`config.mk`:
```
export PLATFORM = sky130hd
export DESIGN_NAME = pc
export DESIGN_NICKNAME = d
export VERILOG_FILES = /design/src/rtl/pc.sv
export SDC_FILE = /design/constraint.sdc
export NUM_CORES = 1
export LEC_CHECK = 0
export ABC_CLOCK_PERIOD_IN_PS = 2400
export CORE_AREA = 2 2 85 55
export CTS_BUF_LIST = sky130_fd_sc_hd__clkbuf_8
export CTS_CLUSTER_SIZE = 28
export DETAILED_ROUTE_END_ITERATION = 7
export DIE_AREA = 0 0 87 57
export PLACE_DENSITY = 0.79
export SLEW_MARGIN = 20
export SYNTH_ARGS = -nofsm -noshare
export SYNTH_HDL_FRONTEND = slang
export SYNTH_SLANG_ARGS = --single-unit
```
`constraint.sdc`:
```
create_clock -name clk -period 2.4 [get_ports clk]
set_input_delay 0.48 -clock clk [delete_from_list [all_inputs] [get_ports clk]]
set_output_delay 0.48 -clock clk [all_outputs]
set_load 0.005 [all_outputs]
```
`src/rtl/pc.sv`:
```
// -----------------------------------------------------------------------------
// pc -- program counter register for the KLP32 RV32I core.
//
// Holds the address of the instruction currently being fetched. A new next-PC
// value is captured from the PC-select logic on every rising clock edge; there
// is no enable, so stalls are made upstream by feeding pc_out back into pc_in.
// The sequential fall-through address (pc_out + 4) is also produced here for
// the next-PC mux.
//
// Parameters
//   N             address width in bits (N >= 3)
//   RESET_VECTOR  value loaded into pc_out while reset is asserted
//
// Ports
//   clk         in   1  system clock, rising edge active
//   reset       in   1  synchronous, active-high reset
//   pc_in       in   N  next-PC value, captured every rising edge
//   pc_out      out  N  current PC (registered)
//   pc_plus4    out  N  pc_out + 4, wraps modulo 2^N, no carry-out
//   misaligned  out  1  registered pc_out[1:0] != 0 flag (see macro below)
//
// Configuration macro
//   PC_ALIGN_CHECK_EN  when defined, misaligned is a flop that updates on the
//                      same edge as pc_out and clears on reset (RESET_VECTOR
//                      is assumed to be word-aligned). When undefined,
//                      misaligned is tied low and no extra flop exists.
//                      The port list is the same in both builds.
// -----------------------------------------------------------------------------
module pc #(
  parameter int         N            = 32,
  parameter logic [N-1:0] RESET_VECTOR = {N{1'b0}}
) (
  input  logic         clk,
  input  logic         reset,
  input  logic [N-1:0] pc_in,
  output logic [N-1:0] pc_out,
  output logic [N-1:0] pc_plus4,
  output logic         misaligned
);

  // Sequential instruction step; built from sized pieces so it tracks N.
  localparam logic [N-1:0] PC_STEP = {{(N-3){1'b0}}, 3'b100};

  logic [N-1:0] pc_r;

  // PC register: reset vector on reset, otherwise load pc_in unmodified.
  always_ff @(posedge clk) begin
    if (reset) begin
      pc_r <= RESET_VECTOR;
    end else begin
      pc_r <= pc_in;
    end
  end

  assign pc_out = pc_r;

  // Fall-through address; carry out of bit N-1 is discarded so it wraps.
  assign pc_plus4 = pc_r + PC_STEP;

`ifdef PC_ALIGN_CHECK_EN
  logic misaligned_r;

  // Alignment flag: computed from the value being loaded so it lines up
  // with pc_out on the same edge.
  always_ff @(posedge clk) begin
    if (reset) begin
      misaligned_r <= 1'b0;
    end else begin
      misaligned_r <= (pc_in[1:0] != 2'b00);
    end
  end

  assign misaligned = misaligned_r;
`else
  assign misaligned = 1'b0;
`endif

endmodule

```
# After elaboration in Yosys (flattened, before gate mapping)
# Cells that the tools add are included.
op_classes:
  add_sub_neg: 1
op_table:
  columns: ["op", "count"]
  rows:
  - ["32-bit by 3-bit adder with 32-bit output, second input constant", 1]
word_totals:
  out_inout_bits: 65
  register_bits: 32

# Longest topological paths before layout
# Gate-level depths: netlist (run 1).
logic_depth:
  ltp_word: 1
  depth_mapped: 5
  mapped_depth_nobuf: 5

# Worst setup path after synthesis (run 1)
# No wires, ideal clock.
synth_timing:
  kind: "flip-flop to output port"
  from: "register pc_r[2] (netlist: pc_out[2])"
  to: "output pc_plus4[28]"
  path_stages_with_launch: 6
  required_time_ns: 1.920
  path_slack_ns: 0.483
  t_arrival_ns: 1.437
  n_path_buf: 0
  cell_sequence: "dfxtp_1 ha_1 nand3_1 nor4_4 nand4_1 xnor2_1"
synth_between:
  elab_chain_len: 1
synth_rtl:
  columns: ["element", "line_no", "rtl"]
  rows:
  - ["from (decl)", "44", "logic [N-1:0] pc_r;"]
  - ["from (signal assigned)", "51", "pc_r <= pc_in;"]
  - ["32-bit by 3-bit adder with 32-bit output", "58", "assign pc_plus4 = pc_r + PC_STEP;"]
  - ["to (decl)", "37", "output logic [N-1:0] pc_plus4,"]
# No other way between the ends.

# Worst setup path in the final report (run 1)
layout_timing:
  from: "register pc_r[9] (netlist: pc_out[9])"
  to: "output pc_plus4[30]"
# The elaborated chain is that of the path after synthesis.

==> impl_metrics.yaml, run 1 <==
layout:
  antenna_cells: 0
  area_delta_synth_final_pct: 101
  utilization_pct: 68.1
  nets: 323
  final_cell_count_no_fill: 340
  n_fill_cell: 384
  drive_above_1_share_pct: 27.1
  finalInstanceArea_um2: 2900
  largest_register_ffs: 32
placed_design:
  place_congestion: 0.723
  place_area_um2: 2660
  hpwl_um: 3240
  portBuffers: 97
  placed_cells: 324
  dp_slack_ps: -134
cts:
  tritoncts: "done"
  htreeDepth: 2
  cts_made_buffers: 5
  cts_sinks: 32
  path_clk_slew_ps: 60
  cts-root-buf: "clkbuf_8"
  cts.path.max_buffers: 2
  holdBufCountCts: 0
timing:
  fmax_ghz: 0.438
  tns_ps: 0
  rsz0062_at_grt: "true"
  hold_viol: 0
  drv_slew: 0
  fin_crit_ps: 2280
  finalSetupViolCount: 0
  finalWorstSetupSlack_ps: 115
  fin_crit_sh_pct: 95.2
  holdWs_ps: 748
routing:
  routedWlPerCell_um: 12.1
  drt_wl_total_um: 4110
  drc: 0
  firstDrtPassIters: 4
  dr_total_vias: 1489
  ant_nets: 0
  via_per_inst: 4.38
  drtIter0Drc: 22
synthesis:
  synth_top_area_share_pct: 44.4
  synth.distinct_cells: 22
  avgSynthCellArea_um2: 9.50
  syn_inst: 152
  syn_nets: 187
  synthTopCellsByCount: "dfxtp_1, nor2b_1, xnor2_1"
  ys.warnings.count: 0
  synth_edf_count: 0
  async_flop_share_pct: 0
  synth_flop_cell: "dfxtp_1"
  yosysTopAreaCell: "dfxtp_1"
  ys_top_cells_by_area: "dfxtp_1, nor2b_1, xnor2_1"
  ys_ff_latch: 32
  synth_area_um2: 1440
  ys_seq_area_share_pct: 44.4
critical_path:
  path_delay_family: "simple AND/OR/NAND/NOR gates"
  cp-start-kind: "flip-flop"
  timing.critical_path.buf_inv: 2
  end_kind: "primary output"
  crit_type: "reg2out"
  cp.required_ps: 1920
  critical_path.cell_chain: "nand4_4, nor4_4, buf_6, nand3_1, xnor2_1, dlygate4sd2_1"
  slowest_stage: "dfxtp_2"
  arrival_ps: 1800
  crit_path_max_fanout: 8
  cpPeakStageDelay_ps: 350
pwr:
  p_total_mw: 1.27
  leakage_nw: 1.24
  power_density_nw_per_um2: 439
  ir_drop_uv: 298
die:
  die_y_um: 57
  die-area_um2: 4960
  placementRows: 19
  initial_core_util_pct: 33.9
  chipWidth_um: 87
  ios: 99
  core_area_um2: 4260
flow_run:
  max_cap_violations: 0
global_route:
  grt_overflow: 0
  grt_start_max_net_pins: 33
  grt_pass1_vias: 1438
  grt_pass1_wl_um: 6310
  antenna_found_initial: 0
  grt_usage_pct: 16.6
hold_path:
  holdCritPathClass: "in2reg"
run_status:
  status: "complete, no violations"
==> area by class of cell <==
type,count,area (um^2),share of cell area (%)
repair buffers,135,1230,42.4
inverters,2,7.51,0.259
multi-input cells,112,847,29.2
clock buffers,7,96.3,3.32
flip-flops and latches,32,653,22.5
well taps,52,65.1,2.25
==> placed cells by master, fill, tap and decap left out, types with 4 or more instances in the layout <==
master | Yosys | routed
clkbuf_8 | 0 | 7
xnor2_1 | 21 | 21
nand2_1 | 10 | 10
buf_4 | 3 | 35
nor2b_1 | 32 | 32
xor2_1 | 7 | 7
dfxtp_1 | 32 | 24
nand4_1 | 9 | 9
nor2_2 | 0 | 4
clkdlybuf4s50_1 | 0 | 76
dfxtp_2 | 0 | 7
nand3_1 | 10 | 7
dlygate4sd2_1 | 0 | 9
buf_2 | 0 | 5
==> cells by family after synthesis <==
group | count (synthesis) | share of synthesized area (%)
simple gates | 82 | 34.7
flops | 32 | 44.4
xor+xnor | 28 | 17.0
buf+inv | 8 | 2.86
fa+ha+maj | 1 | 0.866
other cells | 1 | 0.260
==> layer usage <==
layer  global-route usage [%]  part of all wire (%)
met5                        0                     0
met4                     4.69                  0.88
met3                     5.35                   8.1
met2                     28.7                    49
met1                     19.8                    42
==> power by group <==
part	internal (mW)	leakage (nW)	total (mW)	switching, mW
Sequential	0.562	0.269	0.586	0.0249
Combinational	0.181	0.918	0.259	0.0775
Clock	0.255	0.0503	0.427	0.172
==> path summary, 6_finish.rpt <==
path / startpoint / to / cells after the start
max: pc_out[9] / pc_plus4[30] / 6
min: pc_in[10] / pc_out[10] / 2
==> repair_timing <==
action	4_1_cts	5_1_grt
hold endpoints to repair	0	0
pin swaps	8	10
endpoints found under the setup margin	24	12
buffers inserted	5	4
gates resized for setup	51	20
(Power assumes the default switching activity.)
==> run 2, diff against run 1 <==
==> config.mk (replaced) <==
export PLATFORM = sky130hd
export DESIGN_NAME = pc
export DESIGN_NICKNAME = d
export VERILOG_FILES = /design/src/rtl/pc.sv
export SDC_FILE = /design/constraint.sdc
export NUM_CORES = 1
export LEC_CHECK = 0
export ABC_CLOCK_PERIOD_IN_PS = 2800
export CORE_AREA = 2 2 82 53
export CTS_BUF_LIST = sky130_fd_sc_hd__clkbuf_4 sky130_fd_sc_hd__clkbuf_8
export CTS_CLUSTER_SIZE = 28
export DETAILED_ROUTE_END_ITERATION = 7
export DIE_AREA = 0 0 84 55
export PLACE_DENSITY = 0.85
export SLEW_MARGIN = 20
export SYNTH_ARGS = -nofsm -noshare
export SYNTH_HDL_FRONTEND = slang
export SYNTH_SLANG_ARGS = --single-unit
==> constraint.sdc (replaced) <==
create_clock -name clk -period 2.8 [get_ports clk]
set_input_delay 0.56 -clock clk [delete_from_list [all_inputs] [get_ports clk]]
set_output_delay 0.56 -clock clk [all_outputs]
set_load 0.005 [all_outputs]
==> impl_metrics.yaml, run 2 (synthesis gave the netlist of run 1 again) <==
layout:
  final_common_cell: "clkdlybuf4s50_1"
  antenna_cells: 0
  nets: 290
  final_cell_mix: "clkdlybuf4s50_1, nor2b_1, dfxtp_1"
  final_cell_count_no_fill: 306
  largest_register_ffs: 32
  drive_above_1_share_pct: 14.8
  area_delta_synth_final_pct: 87.7
timing:
  fmax_ghz: 0.369
  fin_crit_ps: 2710
  finalWorstSetupSlack_ps: 93.0
  tns_ps: 0
  drv_slew: 0
  fin_crit_sh_pct: 96.7
  finalSetupViolCount: 0
  hold_viol: 0
global_route:
  grtUsageMet2_pct: 27.9
  grtUsageMet1_pct: 20.2
  busiest_layer: "met2"
  grt_overflow: 0
  grt_start_max_net_pins: 33
  globalRouteMet3Util_pct: 7.42
  antenna_found_initial: 0
  grt_usage_pct: 16.7
  grt_pass1_vias: 1286
  grt_pass1_wl_um: 5940
routing:
  firstDrtPassIters: 4
  via_per_inst: 4.53
  ant_nets: 0
  routedWlPerCell_um: 12.7
  drtIter0Drc: 18
  dr_total_vias: 1386
  drc: 0
  drt_wl_total_um: 3870
critical_path:
  crit_type: "reg2out"
  critPathLaunch: "pc_out[13]"
  crit_path_max_fanout: 8
  cp.required_ps: 2240
  cpPeakStageDelay_ps: 550
  critical_path.cell_chain: "nand3_2, nor4_4, buf_6, nand4_1, xnor2_2, clkdlybuf4s50_1"
  arrival_ps: 2150
  timing.critical_path.buf_inv: 2
  slowest_stage: "clkdlybuf4s50_1"
  path_depth: 6
  path_delay_family: "buffers and inverters"
  cp-start-kind: "flip-flop"
  crit_path_end: "pc_plus4[28]"
  end_kind: "primary output"
hold_path:
  holdCritPathClass: "in2reg"
  min_path_cells: 2
cts:
  cts.path.max_buffers: 2
  holdBufCountCts: 0
  cts-root-buf: "clkbuf_8"
  path_clk_slew_ps: 70
  cts_made_buffers: 5
  htreeDepth: 2
  cts_sinks: 32
  tritoncts: "done"
die:
  placementRows: 18
  ios: 99
  die_y_um: 55
  initial_core_util_pct: 37.1
  chipWidth_um: 84
  core_area_um2: 3900
  die-area_um2: 4620
placed_design:
  placed_cells: 297
  dp_slack_ps: 129
  portBuffers: 97
  hpwl_um: 3020
  place_congestion: 0.722
run_status:
  status: "complete, no violations"
flow_run:
  max_cap_violations: 0
pwr:
  p_total_mw: 1.18
  ir_drop_uv: 321
  power_density_nw_per_um2: 436
  leakage_nw: 1.04
## run 2: per-stage QoR
step / cell area [um^2] / utilization, % / hold WS [ps]
2_1_floorplan: 1440 / - / 632
3_3_place_gp: 2470 / 63.5 / 1120
3_5_place_dp: 2470 / 63.5 / 1120
4_1_cts: 2640 / 67.7 / 821
5_1_grt: 2710 / 69.6 / 832
6_report: 2710 / 69.6 / 824
## run 2: power breakdown
part | internal [mW] | total [mW] | switching [mW] | leakage [nW]
Combinational | 0.148 | 0.199 | 0.0513 | 0.700
Clock | 0.314 | 0.468 | 0.154 | 0.0645
Sequential | 0.481 | 0.515 | 0.0337 | 0.270
## run 2: how the worst min path moves through the flow
| stage | from | endpoint |
|---|---|---|
| after detailed placement | pc_in[15] | pc_out[15] |
| after global placement | pc_in[7] | pc_out[7] |
| after global routing | pc_in[2] | pc_out[2] |
| final | pc_in[2] | pc_out[2] |
| after CTS | pc_in[2] | pc_out[2] |
| after floorplan | reset | pc_out[24] |
## run 2: layout make-up
cell class | count | area, um^2
multi-input cells | 112 | 833
flip-flops and latches | 32 | 659
clock buffers | 7 | 96.3
inverters | 2 | 7.51
fillers | 307 | 1190
clock inverters | 1 | 30.0
repair buffers | 102 | 1020
well taps | 50 | 62.6
## run 2: metal layers
metal,up-vias,wire length (um)
li1,704,-
met1,616,1670
met2,64,1840
met3,2,349
met4,0,11
met5,-,0
## run 2: repair_timing
item                       4_1_cts  5_1_grt
setup endpoints to repair       17       15
cloned                           0        0
pin swaps                        2        2
setup buffers                    1        0
gates resized for setup          9       20
==> run 3, diff against run 2 <==
--- a/config.mk
+++ b/config.mk
@@ -16,3 +16,4 @@
 export SYNTH_ARGS = -nofsm -noshare
 export SYNTH_HDL_FRONTEND = slang
 export SYNTH_SLANG_ARGS = --single-unit
+export TNS_END_PERCENT = 100
==> results of run 3 <==
Same layout as run 2: the final DEF is identical, and so are final timing and power.
